[config.mk]
export PLATFORM = sky130hd
export DESIGN_NAME = ifetch_queue
export DESIGN_NICKNAME = d
export VERILOG_FILES = /design/src/rtl/ifetch_queue.sv
export SDC_FILE = /design/constraint.sdc
export NUM_CORES = 1
export LEC_CHECK = 0
export ABC_AREA = 0
export CAP_MARGIN = 20
export CORE_ASPECT_RATIO = 0.5
export CORE_MARGIN = 2
export CORE_UTILIZATION = 50
export CTS_BUF_LIST = sky130_fd_sc_hd__clkbuf_2
export CTS_CLUSTER_SIZE = 8
export DETAILED_ROUTE_END_ITERATION = 8
export GPL_TIMING_DRIVEN = 0
export PLACE_DENSITY_LB_ADDON = 0.3
export SETUP_SLACK_MARGIN = 0.4
export SYNTH_ARGS = -nofsm -noshare
export SYNTH_HDL_FRONTEND = slang
export SYNTH_SLANG_ARGS = --single-unit
[constraint.sdc]
create_clock -name clk_i -period 5.8 [get_ports clk_i]
set_clock_uncertainty 0.2 [all_clocks]
set_input_delay 1.45 -clock clk_i [delete_from_list [all_inputs] [get_ports clk_i]]
set_output_delay 1.45 -clock clk_i [all_outputs]
set_load 0.05 [all_outputs]
[src/rtl/ifetch_queue.sv]
// Instruction prefetch queue: issues sequential fetches to a 1-cycle synchronous imem and
// buffers {PC+4, instr} pairs in a FIFO for ID. Redirects flush everything and restart at the target.
module ifetch_queue #(
    parameter int          DEPTH    = 4,
    parameter logic [31:0] RESET_PC = 32'h0,
    parameter int          CNT_W    = 3
) (
    input  logic             clk_i,
    input  logic             reset_i,
    input  logic             redirect_valid_i,
    input  logic [31:0]      redirect_pc_i,
    output logic             imem_req_o,
    output logic [31:0]      imem_addr_o,
    input  logic [31:0]      imem_rdata_i,
    output logic             id_valid_o,
    output logic [31:0]      id_instr_o,
    output logic [31:0]      id_pc4_o,
    input  logic             id_ready_i,
    output logic [CNT_W-1:0] count_o
);

    localparam int PTR_W = $clog2(DEPTH);

    logic [31:0]      pc4_mem_q   [DEPTH];
    logic [31:0]      instr_mem_q [DEPTH];
    logic [PTR_W-1:0] head_q, tail_q;
    logic [CNT_W-1:0] count_q, count_d;
    logic [31:0]      fetch_pc_q, fetch_pc_d;
    logic [31:0]      tag_q;
    logic             inflight_q;

    logic             credit_ok;
    logic             push, pop;
    logic             unused_pc_bits;

    assign unused_pc_bits = ^redirect_pc_i[1:0];

    // An in-flight fetch already owns a slot, so it counts against the credit.
    assign credit_ok = ({1'b0, count_q} + {{CNT_W{1'b0}}, inflight_q}) < (CNT_W+1)'(DEPTH);

    assign imem_req_o  = !reset_i && !redirect_valid_i && credit_ok;
    assign imem_addr_o = fetch_pc_q;

    assign id_valid_o = !reset_i && !redirect_valid_i && (count_q != '0);
    assign id_instr_o = id_valid_o ? instr_mem_q[head_q] : 32'h0;
    assign id_pc4_o   = id_valid_o ? pc4_mem_q[head_q]   : 32'h0;
    assign count_o    = reset_i ? '0 : count_q;

    assign pop  = id_valid_o && id_ready_i;
    assign push = inflight_q && !redirect_valid_i && !reset_i;

    assign count_d    = count_q + CNT_W'(push) - CNT_W'(pop);
    assign fetch_pc_d = fetch_pc_q + 32'd4;

    always_ff @(posedge clk_i) begin
        if (reset_i) begin
            head_q     <= '0;
            tail_q     <= '0;
            count_q    <= '0;
            fetch_pc_q <= RESET_PC;
            tag_q      <= 32'h0;
            inflight_q <= 1'b0;
        end else if (redirect_valid_i) begin
            head_q     <= '0;
            tail_q     <= '0;
            count_q    <= '0;
            fetch_pc_q <= {redirect_pc_i[31:2], 2'b00};
            inflight_q <= 1'b0;
        end else begin
            if (push) tail_q <= tail_q + PTR_W'(1);
            if (pop)  head_q <= head_q + PTR_W'(1);
            count_q    <= count_d;
            inflight_q <= imem_req_o;
            if (imem_req_o) begin
                fetch_pc_q <= fetch_pc_d;
                tag_q      <= fetch_pc_d;
            end
        end
    end

    always_ff @(posedge clk_i) begin
        if (push) begin
            pc4_mem_q[tail_q]   <= tag_q;
            instr_mem_q[tail_q] <= imem_rdata_i;
        end
    end

endmodule

Word-level counts from Yosys, hierarchy flattened
Memories as Yosys holds them, arrays and structs flattened. A register that Yosys moved wholly into a read port is not among the register bits. Index checks and enable logic that the tools add are counted.

Register bits: 72. Memory bits (writable): 256. Input bits: 68. Word-level logic and storage cells: 40. Memories kept: 2.

$add $sub $neg: 6. Order comparisons: 1. Muxes and demuxes: 11. Bitwise gates (word level): 1. Reduce and logical (&&, ||, !) cells: 12.

Memories: instr_mem_q (words 4, bits a word 32, read ports 1, clocked after Yosys merged registers in 1, write ports 1, line 25) `logic [31:0] instr_mem_q [DEPTH];`; pc4_mem_q (words 4, bits a word 32, read ports 1, clocked after Yosys merged registers in 1, write ports 1, line 24) `logic [31:0] pc4_mem_q [DEPTH];`.

Operators by type and width (number): $mux W32 (4); $add A32 B3 Y32 const B (1); $mux W2 (4); $logic_and A1 B1 Y1 (6); $add A2 B1 Y2 const B (2); $add A3 B1 Y4 (1); $lt A4 B3 Y1 const B (1); $add A3 B1 Y3 (1); $mux W3 (1); $reduce_bool A3 Y1 (1); $sub A3 B1 Y3 (1); $logic_not A1 Y1 (2); $mux W1 (2); $reduce_and A2 Y1 (1); $reduce_bool A2 Y1 (1); $reduce_or A2 Y1 (1); $not A1 Y1 (1).

Logic depth before layout (Yosys ltp)
Gate-level depths: netlist of run 1.

Word-level depth: 6. Gate-level depth with buffers: 12. Depth with buffers taken out: 9.

Worst setup path before layout of run 1
OpenSTA, ideal clock, no wires.

Path type: in2reg. Start: in redirect_valid_i. End: mem instr_mem_q[0][0] (enable). Setup time: 0.427 ns. Data arrival time: 3.880 ns. Slack: 1.293 ns. Stages: 5. Buffers on the path: 3. Cell sequence: clkbuf_1 nor2_1 clkbuf_1 clkbuf_1 and3_1.

Longest elaborated chain between the ends: 5.

Ends and longest elaborated chain: start, declared (line 10) `input logic redirect_valid_i,`; $logic_not A1 Y1 (line 50) `assign push = inflight_q && !redirect_valid_i && !reset_i;`; $logic_and A1 B1 Y1 (2 in a row) (line 50); $mux W1 (line 82) `if (push) begin`; $mux W1 (not written as such) (line 84) `instr_mem_q[tail_q] <= imem_rdata_i;`; end, declared (line 25).

Every way passes these cells.

Final worst setup path of run 1
Start: in redirect_valid_i. End: out id_pc4_o[21].

Longest elaborated chain between the ends: 4.

Ends and longest elaborated chain: $logic_not A1 Y1 (line 44) `assign id_valid_o = !reset_i && !redirect_valid_i && (count_q != '0);`; $logic_and A1 B1 Y1 (2 in a row) (line 44); $mux W32 (line 46) `assign id_pc4_o = id_valid_o ? pc4_mem_q[head_q] : 32'h0;`; end, declared (line 17) `output logic [31:0] id_pc4_o,`.

Every way passes these cells.

==> impl_metrics.ini, run 1 <==
[run_status]
status = complete, no violations

[placed_design]
place.gp.congestion = 0.913
post-place-ws_ps = -790
dp.final_hpwl_um = 21800
io_buffers = 161

[synthesis]
ys.flop_type = edfxtp_1
netlist.area_leader.share_pct = 55.5
synth.distinct_cells = 68
yosys_warnings = 0
synth_seq_cells = 318
syn_inst = 873
synth_top_area_cell = edfxtp_1
ys_async_sr_fraction_pct = 0
synthTopCellsByArea = edfxtp_1, dfxtp_1, mux4_2
synth_edf_count = 248
synthesis.area_um2 = 13400
ys_seq_area_share_pct = 66.0
syn_area_per_cell_um2 = 15.4

[layout]
nNetsFinal = 1191
seq_area_um2 = 8850
multiInputGateArea_um2 = 4080
n_fill_cell = 1991
drive_gt1_share_pct = 26.7
area_growth_pct = 21.8
post-route-util_pct = 61.9

[cts]
path_clk_slew_ps = 120
cts_made_buffers = 71
cts_root_buf = clkbuf_2
cts_tree = yes
cts_hold_buf = 0
h-tree-depth = 3
clock_latency_ps = 870
cts.path.max_buffers = 3
cts_setup_buffers = 0
clock-sinks = 318

[sta]
slew_violations = 0
setup_violations = 0
fin_setup_tns_ps = 0
rsz0062_at_grt = yes
hold_viol = 0
tightest_slew_ps = 937
finalCritPeriodShare_pct = 92.6
holdWs_ps = 308
slew_headroom_pct = 36.9
worst_slack_ps = 431
fin_crit_ps = 5370
max_freq_mhz = 186

[global_routing]
first_global_vias = 8978
grt_max_degree = 56
grt_remaining_overflow = 0
antenna_found_initial = 1
grt_usage_pct = 23.9
grt_pass1_wl_um = 50700

[setup_path]
cp_slowest_cell = clkdlybuf4s50_1
crit_path_end_kind = output pin
path_delay_family = buffers and inverters
reg2reg_slack_ps = 2860
required_ps = 4150
slowest_delay_ps = 450
cp_max_fo = 10
crit_buf_inv = 5
crit_type = primary input to output pin
crit_arrival_ps = 3720
worstPathCellList = clkdlybuf4s50_1 -> clkbuf_1 -> nor2_2 -> buf_2 -> clkbuf_2 -> and3_1 -> clkdlybuf4s15_2
crit_path_start_kind = primary input

[route]
route.detailed.drc = 0
routedWlPerCell_um = 21.8
ant_nets = 0
post_drt_via_cell_ratio = 5.87
vias = 8932
drt_wl_total_um = 33200
drt-pass1-iter-count = 6
drt_iter0_drc = 722

[pwr]
power_leakage_nw = 5.62
power_density_nw_per_um2 = 258
ir_drop_uv = 94.7

[floorplan]
start_util_pct = 50.8
core-area_um2 = 26400
num_rows = 42
die-width_um = 236
fp.dieH_um = 120
die_area_um2 = 28200
io_pins = 169

[hold_path]
hp-class = flip-flop to flip-flop

[run]
maxCapViolations = 0
[metrics by stage]
| stage | area (µm²) | power (W) | cells |
|---|---|---|---|
| finish | 16300 | 0.00421 | 1521 |
| global route | 16300 | 0.00439 | 1521 |
| CTS | 16300 | 0.00425 | 1520 |
| detailed placement | 15600 | 0.00288 | 1393 |
| global placement | 15500 | 0.00287 | 1389 |
| floorplan | 13400 | 0.00274 | 876 |
[cells in the mapped netlist (all sizes together) (2+ instances only)]
cell	n
mux4	62
nand3	14
a2bb2oi	2
or3	12
a211o	2
o221ai	3
nand2	21
a311oi	14
a22oi	2
a32oi	2
inv	20
nor2b	4
dfxtp	70
or4	8
and2	8
nand4b	3
a31oi	2
xnor2	11
a221oi	5
or4b	4
o211ai	11
nor4	6
clkbuf	48
ha	8
o31a	3
a211oi	23
and3	74
buf	27
o31ai	5
or2	2
a2111oi	3
o311a	3
xor2	8
a21oi	26
edfxtp	248
nand4	21
nor2	32
o21ai	21
nor3	9
and4	10
[final timing paths]
check                                       from               to  cells after the start
worst min register to register          tag_q[8]  pc4_mem_q[2][8]                      0
worst max register to register        count_q[2]        tag_q[29]                      6
worst min-delay path                    tag_q[8]  pc4_mem_q[2][8]                      0
worst max-delay path            redirect_valid_i     id_pc4_o[21]                      7
[cell families (layout without fill, tap and decap cells)]
logic type	count (synthesis)	count (layout)	synth area share (%)
flops	318	318	66.0
simple gates	230	230	10.2
compound gates	137	137	7.31
buf+inv	96	388	3.84
mux	63	63	10.5
xor+xnor	19	19	1.24
fa+ha+maj	9	9	0.896
other cells	1	5	0.0280
[worst reg2reg max path: cells and delay by family, from the launching register on]
kind / cells / cell delay (ps)
and+or+nand+nor: 1 / 190
buffers and inverters: 2 / 890
DFF: 1 / 480
AOI/OAI and AO/OA: 3 / 1080
[layout by cell type (no fill, tap or decap), types with 7 or more instances in the layout]
cell / n
clkbuf_2: 120
nor2_1: 30
clkdlybuf4s15_2: 63
and3_1: 70
clkdlybuf4s50_1: 97
inv_1: 20
nand4_1: 19
xor2_1: 8
nand3_1: 14
dfxtp_1: 70
a311oi_1: 14
clkinv_1: 9
clkbuf_1: 30
and2_1: 7
a211oi_1: 23
mux4_2: 62
a21oi_1: 26
buf_2: 16
nor3_1: 9
or3_1: 10
nand2_1: 21
edfxtp_1: 248
and4_1: 7
o211ai_1: 11
o21ai_0: 21
clkbuf_8: 9
ha_1: 8
xnor2_1: 11
[layer usage]
layer	global-route usage, %	share of wire, %	vias up
met5	0	0	-
met4	7.32	1.5	0
met3	5.52	6.2	48
met2	38.2	48	336
met1	32.9	45	4515
li1	-	-	4033
[repair_timing]
item,CTS,global route
endpoints found under the hold margin,0,0
endpoints found under the setup margin,64,19
resized for setup,204,4
[final cells by class]
type | count | area share (%)
multi-input combinational | 462 | 25.0
buffer | 75 | 2.77
inverter | 21 | 0.483
clock buffer | 114 | 3.49
tap | 352 | 2.70
timing repair buffer | 165 | 11.0
clock inverter | 13 | 0.383
antenna | 1 | 0.0153
sequential | 318 | 54.2
[report_power, final]
part	internal [W]	total, W	switching, W	leakage [nW]
sequential	0.00249	0.00253	0.0000459	2.85
clock	0.000515	0.00137	0.000859	0.499
combinational	0.000124	0.000302	0.000178	2.28
[flip-flops by register name (all words and copies together) (netlist names), named ones only]
name and flops:
instr_mem_q 128, pc4_mem_q 120, imem_addr_o 30, tag_q 30
count_q 3, head_q 2, tail_q 2, inflight_q 1
No activity file was read; power rests on OpenSTA's default activity.
==> run 2: changes to the inputs <==
--- a/config.mk
+++ b/config.mk
@@ -11,11 +11,12 @@
 export CORE_MARGIN = 2
 export CORE_UTILIZATION = 50
 export CTS_BUF_LIST = sky130_fd_sc_hd__clkbuf_2
-export CTS_CLUSTER_SIZE = 8
+export CTS_CLUSTER_SIZE = 40
 export DETAILED_ROUTE_END_ITERATION = 8
 export GPL_TIMING_DRIVEN = 0
 export PLACE_DENSITY_LB_ADDON = 0.3
 export SETUP_SLACK_MARGIN = 0.4
+export SLEW_MARGIN = 40
 export SYNTH_ARGS = -nofsm -noshare
 export SYNTH_HDL_FRONTEND = slang
 export SYNTH_SLANG_ARGS = --single-unit
==> run 2 against run 1 <==
Compared with the run above:
- critical path depth stayed put
- core utilization is 0.14 points lower
- sequential share of layout area is 0.12 points higher
- critical endpoint is now id_instr_o[31]
- global-route usage is 0.14 points lower
- flip-flop and latch count stayed put
- critical path type unchanged
- first-iteration DRC count is 6.6% higher
- cell count is 0.33% lower
- combinational power hardly changed
- final area is 0.23% lower
==> impl_metrics.ini, run 2 (same netlist as run 1, synthesis figures left out) <==
[hold_path]
hp-class = flip-flop to flip-flop

[layout]
final_area_um2 = 16300
post-route-util_pct = 61.8
regMostFlops = instr_mem_q
drive_gt1_share_pct = 26.1
area_growth_pct = 21.6
layout.cells.non_filler = 1516
mostFrequentLayoutCell = edfxtp_1
largest_register_ffs = 128
largestRegisters = instr_mem_q: 128 flops, pc4_mem_q: 120 flops
layout_common_cells = edfxtp_1, clkbuf_2, clkdlybuf4s50_1, and3_1, dfxtp_1
nNetsFinal = 1190

[sta]
max_freq_mhz = 185
slew_headroom_pct = 42.4
setup_violations = 0
tightest_slew_ps = 865
hold_viol = 0
finalCritPeriodShare_pct = 93.1
slew_violations = 0
fin_crit_ps = 5400
rsz0062_at_grt = yes

[floorplan]
fp.dieH_um = 120
die_area_um2 = 28200
io_pins = 169
core-area_um2 = 26400
start_util_pct = 50.8
num_rows = 42
die-width_um = 236

[route]
ant_nets = 0
route.detailed.drc = 0
wl_met3_um = 2190
routedWlPerCell_um = 22.0
drt_wl_total_um = 33300
m1WireLength_um = 14700
topRoutingLayerUsed = met4
drt_iter0_drc = 770
drt-pass1-iter-count = 5
wl_met2_um = 15800
vias = 8885
post_drt_via_cell_ratio = 5.86

[cts]
cts.path.max_buffers = 3
path_clk_slew_ps = 130
cts_root_buf = clkbuf_2
cts_tree = yes
clock_latency_ps = 860
clock-sinks = 318
cts_made_buffers = 70
h-tree-depth = 3

[global_routing]
grt_pass1_wl_um = 50400
antenna_found_initial = 1
grt_usage_pct = 23.7
grt_max_degree = 35
grt_remaining_overflow = 0
first_global_vias = 8998

[setup_path]
crit_path_end_kind = output pin
required_ps = 4150
cp_max_fo = 10
crit_path_start_kind = primary input
crit_type = primary input to output pin
crit_arrival_ps = 3750

[placed_design]
dpl_cell_area_um2 = 15600
dp_cells = 1393
io_buffers = 161
place.gp.congestion = 0.913
dp.final_hpwl_um = 22100

[run_status]
status = complete, no violations

[pwr]
clockPowerShare_pct = 32.7
power.total_w = 0.00421
combPwrFrac_pct = 7.1
p_seq_share_pct = 60.2
switching_power_w = 0.00108
ir_drop_uv = 109
power_leakage_nw = 5.59
power_density_nw_per_um2 = 258
switching_share_pct = 25.6
p_int_w = 0.00313

[run]
maxCapViolations = 0
-- run 2: cell types whose count changed in the layout (fill, tap and decap cells not counted), sizes merged --
cell,change
buf,-1
bufinv,+1
clkbuf,-8
clkdlybuf4s15,+1
clkdlybuf4s18,-1
clkinv,+4
clkinvlp,-1
-- run 2: final cells by class --
cell class / count / area (µm²)
tap: 352 / 440
antenna: 1 / 2.50
clock buffer: 105 / 526
sequential: 318 / 8850
timing repair buffer: 165 / 1770
multi-input combinational: 462 / 4080
buffer: 75 / 454
clock inverter: 17 / 96.3
inverter: 21 / 78.8
fill: 1970 / 10100
-- run 2: layer usage --
layer	vias to the layer above	global-route usage, %
li1	4016	-
met1	4483	32.7
met2	334	38.1
met3	52	4.85
met4	0	8.36
met5	-	0
-- run 2: repair_timing --
item,CTS,global route
setup buffers,0,0
resized for setup,202,8
hold buffers,0,0
setup endpoints to repair,64,32
-- run 2: worst max-delay path: stages --
cell and delay (ps):
clkdlybuf4s50_1 460, clkbuf_1 280, nor2_2 290, clkbuf_4 330, clkbuf_4 290, and3_1 250
clkdlybuf4s15_2 390
-- run 2: power groups by stage --
stage	Clock (W)	Sequential, W	Combinational, W
2_1_floorplan	0	0.00262	0.000122
5_1_grt	0.00152	0.00254	0.000319
3_3_place_gp	0	0.00258	0.000291
3_5_place_dp	0	0.00258	0.000298
4_1_cts	0.00141	0.00253	0.000299
6_report	0.00138	0.00253	0.000301
-- run 2: stage by stage --
step	setup slack, ps	setup TNS [ps]	hold slack, ps
3_5_place_dp	-751	-26990	303
4_1_cts	366	0	281
6_report	399	0	276
2_1_floorplan	1290	0	254
5_1_grt	376	0	297
3_3_place_gp	-1360	-348790	277
-- run 2: final timing paths --
path	start	to	slack, ps	depth (start not counted)
max	redirect_valid_i	id_instr_o[31]	400	7
min reg2reg	tag_q[29]	pc4_mem_q[3][29]	280	0
max reg2reg	count_q[2]	tag_q[29]	2830	6
min	tag_q[29]	pc4_mem_q[3][29]	280	0
==> run 3: changes to the inputs <==
==> constraint.sdc (replaced) <==
create_clock -name clk_i -period 5.6 [get_ports clk_i]
set_clock_uncertainty 0.2 [all_clocks]
set_input_delay 1.4 -clock clk_i [delete_from_list [all_inputs] [get_ports clk_i]]
set_output_delay 1.4 -clock clk_i [all_outputs]
set_load 0.05 [all_outputs]
==> run 3 against run 2 <==
Compared with the run above:
- sequential share of layout area about the same
- combinational power up 4%
- core utilization about the same
- final area about the same
- worst setup slack better by 26 ps
- critical path depth unchanged
- register-to-register slack worse by 190 ps
- power up 3.5%
- critical endpoint unchanged
==> impl_metrics.ini, run 3 (same netlist as run 1, synthesis figures left out) <==
[run_status]
status = complete, no violations

[route]
drt_wl_total_um = 33400
drt_iter0_drc = 758
post_drt_via_cell_ratio = 5.89
route.detailed.drc = 0
drt-pass1-iter-count = 6
routedWlPerCell_um = 22.0
vias = 8933
ant_nets = 0

[layout]
nNetsFinal = 1190
final_area_um2 = 16300
regMostFlops = instr_mem_q
mostFrequentLayoutCell = edfxtp_1
area_growth_pct = 21.6
layout_common_cells = edfxtp_1, clkbuf_2, clkdlybuf4s50_1, and3_1, dfxtp_1
largest_register_ffs = 128
drive_gt1_share_pct = 26.1
largestRegisters = instr_mem_q: 128 flops, pc4_mem_q: 120 flops

[placed_design]
dp.final_hpwl_um = 22100
post-place-ws_ps = -851
dpl_cell_area_um2 = 15600
io_buffers = 161
place.gp.congestion = 0.913

[sta]
slew_violations = 0
finalCritPeriodShare_pct = 92.4
rsz0062_at_grt = no
hold_viol = 0
max_freq_mhz = 193
fin_crit_ps = 5170
slew_headroom_pct = 42.2
tightest_slew_ps = 868
holdWs_ps = 281
setup_violations = 0
worst_slack_ps = 425

[cts]
h-tree-depth = 3
cts_tree = yes
cts.path.max_buffers = 3
path_clk_slew_ps = 130
cts_setup_buffers = 0
cts_made_buffers = 70
clock_latency_ps = 860
cts_root_buf = clkbuf_2
clock-sinks = 318
cts_hold_buf = 0

[floorplan]
die-width_um = 236
num_rows = 42
fp.dieH_um = 120
start_util_pct = 50.8
core-area_um2 = 26400
die_area_um2 = 28200
io_pins = 169

[setup_path]
reg2reg_to = tag_q[29]
required_ps = 4000
r2r_cells = 6
worstPathCellList = clkdlybuf4s50_1 -> clkbuf_2 -> nor2_2 -> buf_4 -> clkbuf_4 -> and3_1 -> clkdlybuf4s18_2
cp_slowest_cell = clkdlybuf4s50_1
crit_path_end_kind = output pin
crit_path_start_kind = primary input
reg2reg_slack_ps = 2640
cp_max_fo = 10
crit_type = primary input to output pin
slowest_delay_ps = 460
crit_arrival_ps = 3570
r2r-start = count_q[2]

[global_routing]
antenna_found_initial = 1
grt_max_degree = 35
grt_usage_pct = 23.7
first_global_vias = 9020
grt_remaining_overflow = 0
grt_pass1_wl_um = 50400

[pwr]
power_density_nw_per_um2 = 268
ir_drop_uv = 113
power_leakage_nw = 5.60

[hold_path]
hold_depth = 0
whs_endpoint = pc4_mem_q[3][29]
hp-class = flip-flop to flip-flop
holdCritStartpoint = tag_q[29]

[run]
maxCapViolations = 0
run 3: changes by cell type in the layout (fill, tap and decap cells not counted), sizes merged:
cell           delta
clkdlybuf4s15     -4
clkdlybuf4s18     +4
clkbuf            -1
buf               +1
run 3: cell type report:
class	instances	area, µm²
Tap cell	352	440
Clock buffer	105	526
Sequential cell	318	8850
Fill cell	1971	10100
Antenna cell	1	2.50
Inverter	21	78.8
Buffer	75	455
Multi-Input combinational cell	462	4090
Timing Repair Buffer	165	1770
Clock inverter	17	96.3
run 3: worst max-delay path by stage:
stage,from,end,cells past startpoint
after floorplan,redirect_valid_i,instr_mem_q[0][0],5
after global routing,redirect_valid_i,id_instr_o[31],7
after CTS,redirect_valid_i,id_instr_o[31],7
after detailed placement,redirect_valid_i,id_instr_o[31],7
after global placement,redirect_valid_i,instr_mem_q[3][23],6
final,redirect_valid_i,id_instr_o[31],7
run 3: per-layer routing:
metal	GRT usage (%)	up-vias	routed length [µm]
met4	8.36	0	638
met1	32.7	4493	14700
li1	-	4025	-
met3	4.85	57	2190
met2	38.1	358	15800
met5	0	-	0
run 3: critical path, delay by kind of cell:
| kind | cells | cell delay [ps] |
|---|---|---|
| buf+inv | 5 | 1650 |
| simple gates | 2 | 510 |
run 3: stage by stage:
stage	total power [W]	utilization [%]	std cells	setup TNS (ps)
2_1_floorplan	0.00284	-	876	0
3_3_place_gp	0.00298	58.6	1389	-392390
3_5_place_dp	0.00298	59.0	1393	-33390
4_1_cts	0.00439	61.8	1515	0
5_1_grt	0.00453	61.8	1516	0
6_report	0.00436	61.8	1516	0
run 3: where the power goes:
| part | switching [W] | leakage (nW) | total, W | internal [W] |
|---|---|---|---|---|
| logic | 0.000184 | 2.27 | 0.000313 | 0.000129 |
| clock network | 0.000882 | 0.481 | 0.00142 | 0.000541 |
| registers | 0.0000477 | 2.85 | 0.00262 | 0.00258 |
run 3: repair_timing:
item / CTS / global route
resized for setup: 208 / 6
gates cloned: 0 / 0
endpoints found under the setup margin: 64 / 40
